===== config.mk =====
export PLATFORM = sky130hd
export DESIGN_NAME = alu_cmd_sequencer
export DESIGN_NICKNAME = d
export VERILOG_FILES = /design/src/rtl/alu_cmd_sequencer.sv
export SDC_FILE = /design/constraint.sdc
export NUM_CORES = 1
export LEC_CHECK = 0
export CAP_MARGIN = 20
export CORE_MARGIN = 2
export CORE_UTILIZATION = 40
export CTS_CLUSTER_DIAMETER = 60
export DETAILED_ROUTE_END_ITERATION = 8
export PLACE_DENSITY = 0.82
export SYNTH_ARGS = -nofsm -noshare
export SYNTH_HDL_FRONTEND = slang
export SYNTH_SLANG_ARGS = --single-unit

===== constraint.sdc =====
create_clock -name clk -period 2.6 [get_ports clk]
set_input_delay 0.26 -clock clk [delete_from_list [all_inputs] [get_ports clk]]
set_output_delay 0.26 -clock clk [all_outputs]
set_load 0.05 [all_outputs]

===== src/rtl/alu_cmd_sequencer.sv =====
// Single-outstanding command sequencer: latches one request into the ALU operand
// registers, waits a fixed settle time, captures the result and holds it until consumed.
module alu_cmd_sequencer #(
  parameter int WIDTH = 32,
  parameter int LAT   = 1
) (
  input  logic             clk,
  input  logic             rst_n,
  input  logic             req_valid,
  output logic             req_ready,
  input  logic [2:0]       req_op,
  input  logic [WIDTH-1:0] req_a,
  input  logic [WIDTH-1:0] req_b,
  output logic [2:0]       alu_command,
  output logic [WIDTH-1:0] alu_a,
  output logic [WIDTH-1:0] alu_b,
  input  logic [WIDTH-1:0] alu_result,
  input  logic             alu_carryout,
  input  logic             alu_zero,
  input  logic             alu_overflow,
  output logic             rsp_valid,
  input  logic             rsp_ready,
  output logic [WIDTH-1:0] rsp_result,
  output logic [2:0]       rsp_flags,
  output logic             busy,
  output logic [15:0]      op_count
);

  // A zero settle time still needs one cycle for the ALU to see the operands.
  localparam int LAT_EFF = (LAT < 1) ? 1 : LAT;
  localparam int CW      = $clog2(LAT_EFF + 1);
  localparam logic [CW-1:0] CNT_LOAD = CW'(LAT_EFF);
  localparam logic [CW-1:0] CNT_ONE  = CW'(1);
  localparam logic [CW-1:0] CNT_ZERO = CW'(0);

  typedef enum logic [1:0] {
    IDLE  = 2'b00,
    ISSUE = 2'b01,
    RESP  = 2'b10
  } state_t;

  state_t           state_r, state_nxt_s;
  logic [CW-1:0]    cnt_r, cnt_nxt_s;
  logic [2:0]       cmd_r, cmd_nxt_s;
  logic [WIDTH-1:0] a_r, a_nxt_s;
  logic [WIDTH-1:0] b_r, b_nxt_s;
  logic             rsp_valid_r, rsp_valid_nxt_s;
  logic [WIDTH-1:0] rsp_result_r, rsp_result_nxt_s;
  logic [2:0]       rsp_flags_r, rsp_flags_nxt_s;
  logic [15:0]      op_count_r, op_count_nxt_s;

  // Next-state and datapath update for the request/issue/response cycle.
  always_comb begin
    state_nxt_s      = state_r;
    cnt_nxt_s        = cnt_r;
    cmd_nxt_s        = cmd_r;
    a_nxt_s          = a_r;
    b_nxt_s          = b_r;
    rsp_valid_nxt_s  = rsp_valid_r;
    rsp_result_nxt_s = rsp_result_r;
    rsp_flags_nxt_s  = rsp_flags_r;
    op_count_nxt_s   = op_count_r;
    case (state_r)
      IDLE: begin
        if (req_valid) begin
          cmd_nxt_s   = req_op;
          a_nxt_s     = req_a;
          b_nxt_s     = req_b;
          cnt_nxt_s   = CNT_LOAD;
          state_nxt_s = ISSUE;
        end else begin
          state_nxt_s = IDLE;
        end
      end
      ISSUE: begin
        // Capture on the last settle cycle; a zero count cannot strand the FSM.
        if (cnt_r <= CNT_ONE) begin
          cnt_nxt_s        = CNT_ZERO;
          rsp_result_nxt_s = alu_result;
          rsp_flags_nxt_s  = {alu_overflow, alu_carryout, alu_zero};
          rsp_valid_nxt_s  = 1'b1;
          state_nxt_s      = RESP;
        end else begin
          cnt_nxt_s = cnt_r - CNT_ONE;
        end
      end
      RESP: begin
        if (rsp_ready) begin
          rsp_valid_nxt_s = 1'b0;
          op_count_nxt_s  = op_count_r + 16'd1;
          state_nxt_s     = IDLE;
        end else begin
          state_nxt_s = RESP;
        end
      end
      default: begin
        state_nxt_s     = IDLE;
        cnt_nxt_s       = CNT_ZERO;
        rsp_valid_nxt_s = 1'b0;
      end
    endcase
  end

  // State and datapath registers.
  always_ff @(posedge clk or negedge rst_n) begin
    if (!rst_n) begin
      state_r      <= IDLE;
      cnt_r        <= CNT_ZERO;
      cmd_r        <= 3'd0;
      a_r          <= '0;
      b_r          <= '0;
      rsp_valid_r  <= 1'b0;
      rsp_result_r <= '0;
      rsp_flags_r  <= 3'd0;
      op_count_r   <= 16'd0;
    end else begin
      state_r      <= state_nxt_s;
      cnt_r        <= cnt_nxt_s;
      cmd_r        <= cmd_nxt_s;
      a_r          <= a_nxt_s;
      b_r          <= b_nxt_s;
      rsp_valid_r  <= rsp_valid_nxt_s;
      rsp_result_r <= rsp_result_nxt_s;
      rsp_flags_r  <= rsp_flags_nxt_s;
      op_count_r   <= op_count_nxt_s;
    end
  end

  assign req_ready   = (state_r == IDLE);
  assign busy        = (state_r != IDLE);
  assign alu_command = cmd_r;
  assign alu_a       = a_r;
  assign alu_b       = b_r;
  assign rsp_valid   = rsp_valid_r;
  assign rsp_result  = rsp_result_r;
  assign rsp_flags   = rsp_flags_r;
  assign op_count    = op_count_r;

endmodule

Word level (Yosys, flattened, before mapping)
Cells that the tools add are included.
{ "op_classes": {"add_sub_neg": 2, "n_lt_le_gt_ge": 1, "n_eq_ne": 5, "muxes": 10, "n_bitwise": 2, "reduce_logical": 7} }
{ "op_table": {"columns": ["operator", "n"], "rows": [
  ["$add 16x1->16 const B", 1],
  ["$reduce_and 2->1", 4],
  ["$ne 2x2->1 const B", 3],
  ["$pmux 1 s3", 2],
  ["$pmux 2 s3", 1],
  ["$mux 1", 5],
  ["$mux 2", 2],
  ["$reduce_and 3->1", 1],
  ["$eq 2x1->1 const B", 1],
  ["$eq 2x2->1 const B", 1],
  ["$logic_not 2->1", 1],
  ["$not 1->1", 2],
  ["$reduce_bool 2->1", 1],
  ["$le 1x1->1 const B", 1],
  ["$sub 1x1->1 const B", 1]
]} }
{ "word_totals": {"regBits": 122, "input_bits": 106, "out_inout_bits": 121} }

Logic depth before layout (Yosys ltp)
{ "logic_depth": {"word_depth": 3, "mapped_depth": 7, "ltp_nobuf": 5} }

Least setup slack after synthesis
Ideal clock, no wire load.
{ "synth_path": {"path_kind": "register -> register", "start": "reg state_r[1]", "end": "reg b_r[10], in the netlist alu_b[10]", "setup_ns": 0.125, "t_arrival_ns": 2.025, "required_time_ns": 2.475, "slack_ns": 0.450, "stages_incl_launch_ff": 8, "path_buffers": 3, "synth_period_minus_slack_ns": 2.150, "path_cell_list": "dfrtp_1 -> or2_1 -> inv_2 -> and2_1 -> buf_2 -> buf_6 -> buf_6 -> mux2_4"} }
{ "synth_between": {"elab_chain_len": 2} }
{ "synth_lines": {"columns": ["item", "line", "source"], "rows": [
  ["start: declaration", "42", "state_t state_r, state_nxt_s;"],
  ["start signal: assignment", "117", "state_r <= state_nxt_s;"],
  ["$logic_not 2->1", null, null],
  ["named net req_ready", "10", "output logic req_ready,"],
  ["$reduce_and 2->1 (no source line)", null, null],
  ["end signal: assignment", "121", "b_r <= b_nxt_s;"],
  ["end: declaration", "46", "logic [WIDTH-1:0] b_r, b_nxt_s;"]
]} }
The timed path passes the listed nets, and every way through them passes these cells.
A chain may end at the register's enable or synchronous reset.

Final worst setup path
{ "layout_path": {"start": "reg state_r[1]", "end": "out req_ready"} }
{ "layout_between": {"elab_chain_len": 1} }
{ "layout_lines": {"columns": ["item", "line", "source"], "rows": [
  ["$logic_not 2->1", "129", "assign req_ready = (state_r == IDLE);"],
  ["end: declaration", "10", null]
]} }
Every way passes these cells.

==> reports/results.tsv <==
stage	metric	value	unit
logic_synthesis	syn_area_per_cell	16.4	sq um
clocking	numCtsBuffers	17	
grt	gr_busiest_metal	met2	
outcome	outcome	finished, final reports clean	
worst_setup_path	maximum_cell_stage_delay_along_the_critical_path	0.82	ns
grt	grt.overflow.total	0	
timing	final_hold_violating_endpoints	0	
worst_setup_path	critPathKind	register to output pin	
grt	globalRouteMet2Util	34.2	%
place	numPortBuffers	226	
routing	first_pass_iters	4	
cells_and_area	sequential_cell_area	3030	sq um
grt	grt_pass1_vias	3577	
cells_and_area	insertedDiodeCount	0	
floorplanning	floorplan.initialDensity	41.1	%
clocking	worst_setup_hold_path_clk_slew	0.05	ns
routing	detail-route-antenna-nets	0	
cells_and_area	layout-drive-gt1-share	27.2	%
timing	setup_violations	0	
cells_and_area	final_cells	683	
cells_and_area	layout.core_utilization	68.2	%
timing	grt_setup_unrepaired	no	
floorplanning	placementRows	39	
worst_setup_path	cp.arrival	2.01	ns
grt	grt_use_met1	20.0	%
worst_setup_path	critPathMaxFanout	6	
worst_setup_path	setup.worst_path.start_class	register	
worst_setup_path	ff2ff_path_depth	5	
clocking	clock_tree.buffer_depth	2	
worst_setup_path	total_buffers_and_inverters_traversed_by_the_critical_path	2	
place	placedCellCount	650	
routing	vias_per_cell	4.73	
timing	relSlewSlack	61.9	%
routing	count_of_vias_placed_by_the_detailed_router	3231	
timing	post-route-min-period	2.27	ns
worst_setup_path	cp_cell_sequence	or2_1, inv_2, clkdlybuf4s50_1	
grt	grt_pass1_wl	18.6	mm
routing	drt-total-wl	11.8	mm
cells_and_area	n_fill_cell	839	
cells_and_area	layout.cells.most_common_list	clkdlybuf4s50_1, dfrtp_1, mux2_2	
pwr	irDropWorstVdd	1060	uV
timing	fmaxAchievable	0.440	GHz
routing	drt-initial-drc-count	131	
floorplanning	floorplan.die.height	113	um
worst_setup_path	endpoint_kind	output pin	
grt	maximum_number_of_pins_on_one_net_before_global_route_repair	62	
clocking	clock_insertion_delay_worst_skew	0.40	ns
logic_synthesis	synth.yosys.seq_area_share	64.2	%
worst_setup_path	r2r_start	state_r[1]	
grt	global_route.usage.met3	7.45	%
pwr	total_leakage_power	3.31	nW
clocking	cts_tree	done	
routing	drt-wirelength-per-cell	17.2	um
clocking	ctsHtreeMaxLevel	4	
place	gp_congestion	0.765	
floorplanning	floorplan.core_area	11500	sq um
timing	fin_crit_sh	87.4	%
logic_synthesis	post-synth-top-area-cell	dfrtp_1	
floorplanning	die_width	113	um
cells_and_area	layout.nets	634	
logic_synthesis	post_synthesis_cells	288	
clocking	cts_num_sinks	121	
cells_and_area	multiInputGateArea	1580	sq um
grt	globalRouteTotalUtil	19.1	%
timing	fin_tns_setup	0	ns
timing	timing.final.max_slew_violations	0	
timing	worst_slew_pin_slew	0.570	ns
logic_synthesis	yosys_register_bits	121	
logic_synthesis	post_synth_main_area_contributors	dfrtp_1, mux2_2, mux2_4	
floorplanning	floorplan.io_pins	227	
worst_setup_path	cp_top_family	buffers and inverters	
pwr	p_per_area	1630	nW/um^2
logic_synthesis	synth_cell_type_count	28	
logic_synthesis	synth_top_cell_area_share	64.2	%
routing	drc	0	
floorplanning	die_area	12700	sq um
hold_path	timing.hold.worst.class	primary input to asynchronous set/reset pin	
run	max-cap-violations	0	
worst_setup_path	crit_required	2.34	ns
logic_synthesis	synth_warnings	0	
logic_synthesis	synth_fp_nets	395	
cells_and_area	signed_area_change_from_the_synthesized_netlist_to_the_final_layout	66.0	%
place	detailed_place_hpwl	8.49	mm
worst_setup_path	reg2reg_to	alu_b[4]	
clocking	clock-root-buffer	clkbuf_16	
worst_setup_path	slowest_stage	clkdlybuf4s50_1	
worst_setup_path	timing.reg2reg.setup_slack	0.75	ns
logic_synthesis	syn_area	4710	sq um
timing	finalClockSkew	0.00627	ns
grt	antenna_found_initial	0	
cells_and_area	final_common_cell	clkdlybuf4s50_1	
clocking	cts_repair_resize_count	0	
[registers in the layout (all words and copies together), names as in the netlist]
signal       flops
op_count        16
alu_b           32
rsp_valid        1
rsp_flags        3
rsp_result      32
alu_command      3
alu_a           32
state_r          2
[power breakdown]
| part | total (mW) | internal [mW] | leakage [nW] | switching, mW |
|---|---|---|---|---|
| registers | 3.29 | 2.77 | 1.44 | 0.522 |
| clock network | 2.65 | 1.84 | 0.318 | 0.806 |
| logic | 6.78 | 2.59 | 1.56 | 4.18 |
[per-stage QoR]
stage               setup WS [ns]  area, sq um  hold WS [ns]  power, mW
floorplan                   0.450         4710       -0.0356       7.75
global placement            0.704         7140         0.235       9.96
detailed placement          0.578         7140         0.242       10.1
CTS                         0.295         7820         0.357       12.8
global route                0.256         7820         0.380       13.2
finish                      0.327         7820         0.351       12.7
[metal layers]
layer | wire length, um | part of all wire (%) | vias up
met5 | 0 | 0 | -
met4 | 214 | 1.8 | 0
met3 | 827 | 7.0 | 15
met2 | 6500 | 55 | 117
met1 | 4210 | 36 | 1619
li1 | - | - | 1480
[synth_stat cells (all sizes together)]
| master | instances |
|---|---|
| clkbuf | 1 |
| nand2 | 3 |
| and3 | 2 |
| and2 | 1 |
| dfrtp | 121 |
| nor2 | 5 |
| or4 | 1 |
| o21ai | 1 |
| inv | 5 |
| mux2 | 103 |
| or2 | 2 |
| nand3b | 1 |
| xnor2 | 9 |
| nor3b | 1 |
| and2b | 1 |
| nand3 | 6 |
| nand4b | 1 |
| and4 | 2 |
| buf | 12 |
| o21a | 1 |
| nor3 | 1 |
| nor4 | 1 |
| xor2 | 6 |
| ha | 1 |
[cells by family (layout without fill, tap and decap cells)]
| kind of cell | Yosys count | in the layout | share of synthesized area, % |
|---|---|---|---|
| DFF | 121 | 121 | 64.2 |
| muxes | 103 | 103 | 26.1 |
| and+or+nand+nor | 28 | 28 | 4.04 |
| buffers and inverters | 18 | 270 | 2.28 |
| xor gates and xnor gates | 15 | 15 | 2.79 |
| AOI/OAI and AO/OA | 2 | 2 | 0.265 |
| adders and majority gates | 1 | 1 | 0.265 |
[area by class of cell]
cell class / instances / area share (%)
flip-flops and latches: 121 / 38.7
repair buffers: 233 / 29.9
multi-input cells: 149 / 20.2
clock buffers: 20 / 5.84
clock inverters: 12 / 2.82
well taps: 143 / 2.29
inverters: 5 / 0.240
[how the worst max path moves through the flow]
stage	slack, ns	to	startpoint	cells past startpoint
floorplan	0.45	alu_b[10]	state_r[1]	7
global placement	0.70	op_count[15]	rsp_ready	5
detailed placement	0.58	op_count[10]	rsp_ready	5
CTS	0.29	req_ready	state_r[1]	3
global route	0.26	req_ready	state_r[1]	3
finish	0.33	req_ready	state_r[1]	3
[what timing repair did]
item | CTS | global route
buffers inserted | 0 | 0
endpoints found under the hold margin | 33 | 0
hold buffers | 1 | 0
Note: power is estimated with default switching activity, not from simulation.
==> RTL edit: new RTL, same settings <==
Set the parameter `LAT` to 2 (it was 1).
--- a/src/rtl/alu_cmd_sequencer.sv
+++ b/src/rtl/alu_cmd_sequencer.sv
@@ -3,5 +3,5 @@
 module alu_cmd_sequencer #(
   parameter int WIDTH = 32,
-  parameter int LAT   = 1
+  parameter int LAT   = 2
 ) (
   input  logic             clk,
Function: changed (a bounded check fails within 4 cycles, from zero or initial values and one cycle with rst_n low).
==> RTL edit against the original RTL <==
The run now ends with design-rule violations left; non-clock buffer count down 1; total power down 4.8%; via count up 4.7%; setup slack worse by 0.059 ns; wire length up 2.1%; sequential cell count up 2; cell count up 1.2%; final area down 1.3%; synthesized cell count up 5.6%; synthesized area up 1.3%; critical path type unchanged; largest cell class unchanged; largest power group unchanged.
==> RTL edit: results (changes against the original RTL) <==
status=complete, but fails checks; failing checks=design-rule violations; largest net degree at the start of global routing=61 (-1.6%); iteration-0 DRC count of the detailed router=167 (+27%); layout cells sized above 1=25.4% (-1.9 points); dpl ws=0.517 ns (-0.0611 ns); Syn Nets=411 (+4.1%); top post-synthesis cells by area=dfrtp_1 64%, mux2_2 24%, xnor2_1 1.8%; FILL cells=828 (-1.3%); # DRC=19 (+19); via density per instance=4.90 (+3.5%); critical path arrival=2.07 ns (+0.06 ns); Yosys cell types=28 (unchanged); root buf cell=clkbuf_16; Worst VDD drop=750 uV (-29%); sequential share of the synthesized area=64.5% (+0.22 points); first-pass GRT wire length=19300 microns (+3.5%); most frequent cells after synthesis=123 x dfrtp_1, 103 x mux2_2, 10 x xnor2_1, 8 x buf_2, 8 x nand2_1; Nets=647 (+2.1%); vias in the first global route=3772 (+5.5%); leakage power=3.24 nW (-2.2%); hpwl dp=8810 microns (+3.7%); slew margin rel.=58.0% (-4.0 points); H-tree levels=4 (unchanged); wire length per cell=17.4 microns (+0.89%); placed cell area=7160 sq um (+0.37%); drt first pass iters=6 (+2); GPL Wtd Cong=0.737 (-3.7%)
## RTL edit: cell families after synthesis
logic type	synth area share (%)
XOR/XNOR	2.75
multiplexers	24.3
flip-flops	64.5
AND/OR/NAND/NOR	4.35
adder cells (fa/ha/maj)	0.262
buffers and inverters	2.88
AO/OA/AOI/OAI	0.996
## RTL edit: worst paths after layout
| check | start | end | slack [ns] | depth (start not counted) |
|---|---|---|---|---|
| max | state_r[1]$_DFFE_PN0P_ | req_ready | 0.27 | 3 |
| min | rst_n | alu_b[2]$_DFFE_PN0P_ | 0.42 | 2 |
| max reg2reg | state_r[1]$_DFFE_PN0P_ | alu_a[3]$_DFFE_PN0P_ | 0.51 | 5 |
| min reg2reg | op_count[15]$_DFFE_PN0P_ | op_count[15]$_DFFE_PN0P_ | 0.47 | 1 |
| max in group asynchronous | rst_n | rsp_result[27]$_DFFE_PN0P_ | 1.43 | 3 |
| min in group clk | alu_result[6] | rsp_result[6]$_DFFE_PN0P_ | 0.46 | 2 |
## RTL edit: where the power goes
part           total [W]  internal [W]  switching (W)
logic            0.00661       0.00248        0.00413
clock network    0.00218       0.00144       0.000745
registers        0.00332       0.00281       0.000508
total             0.0121       0.00673        0.00539
## RTL edit: cell type report
cell class | count | area share, %
clock inverter | 2 | 0.454
tap | 143 | 2.32
multi-input combinational | 160 | 20.2
clock buffer | 25 | 6.68
timing repair buffer | 232 | 30.2
sequential | 123 | 39.9
inverter | 6 | 0.292
## RTL edit: timing repair
| item | CTS | global route |
|---|---|---|
| endpoints found under the hold margin | 48 | 0 |
| hold buffers | 1 | 0 |
| resized for setup | 0 | 0 |
## RTL edit: worst max-delay path, cell delays in order, from the launching register on
cell and delay, ns:
dfrtp_1 0.48, or2_1 0.29, inv_1 0.07, clkdlybuf4s50_1 0.83
## RTL edit: metal layers
metal | up-vias | track usage [%] | part of all wire, %
li1 | 1523 | - | -
met1 | 1693 | 21.4 | 37
met2 | 149 | 33.4 | 52
met3 | 18 | 8.68 | 9.7
met4 | 0 | 8.94 | 1.9
met5 | - | 0 | 0
## RTL edit: through the flow
stage          utilization (%)  cells  total power, W  hold slack (ns)
2_1_floorplan                -    304         0.00769          -0.0356
3_3_place_gp              62.2    663         0.00983            0.318
3_5_place_dp              62.2    663         0.00999            0.325
4_1_cts                   67.1    691          0.0122            0.428
5_1_grt                   67.1    691          0.0126            0.452
6_report                  67.1    691          0.0121            0.420
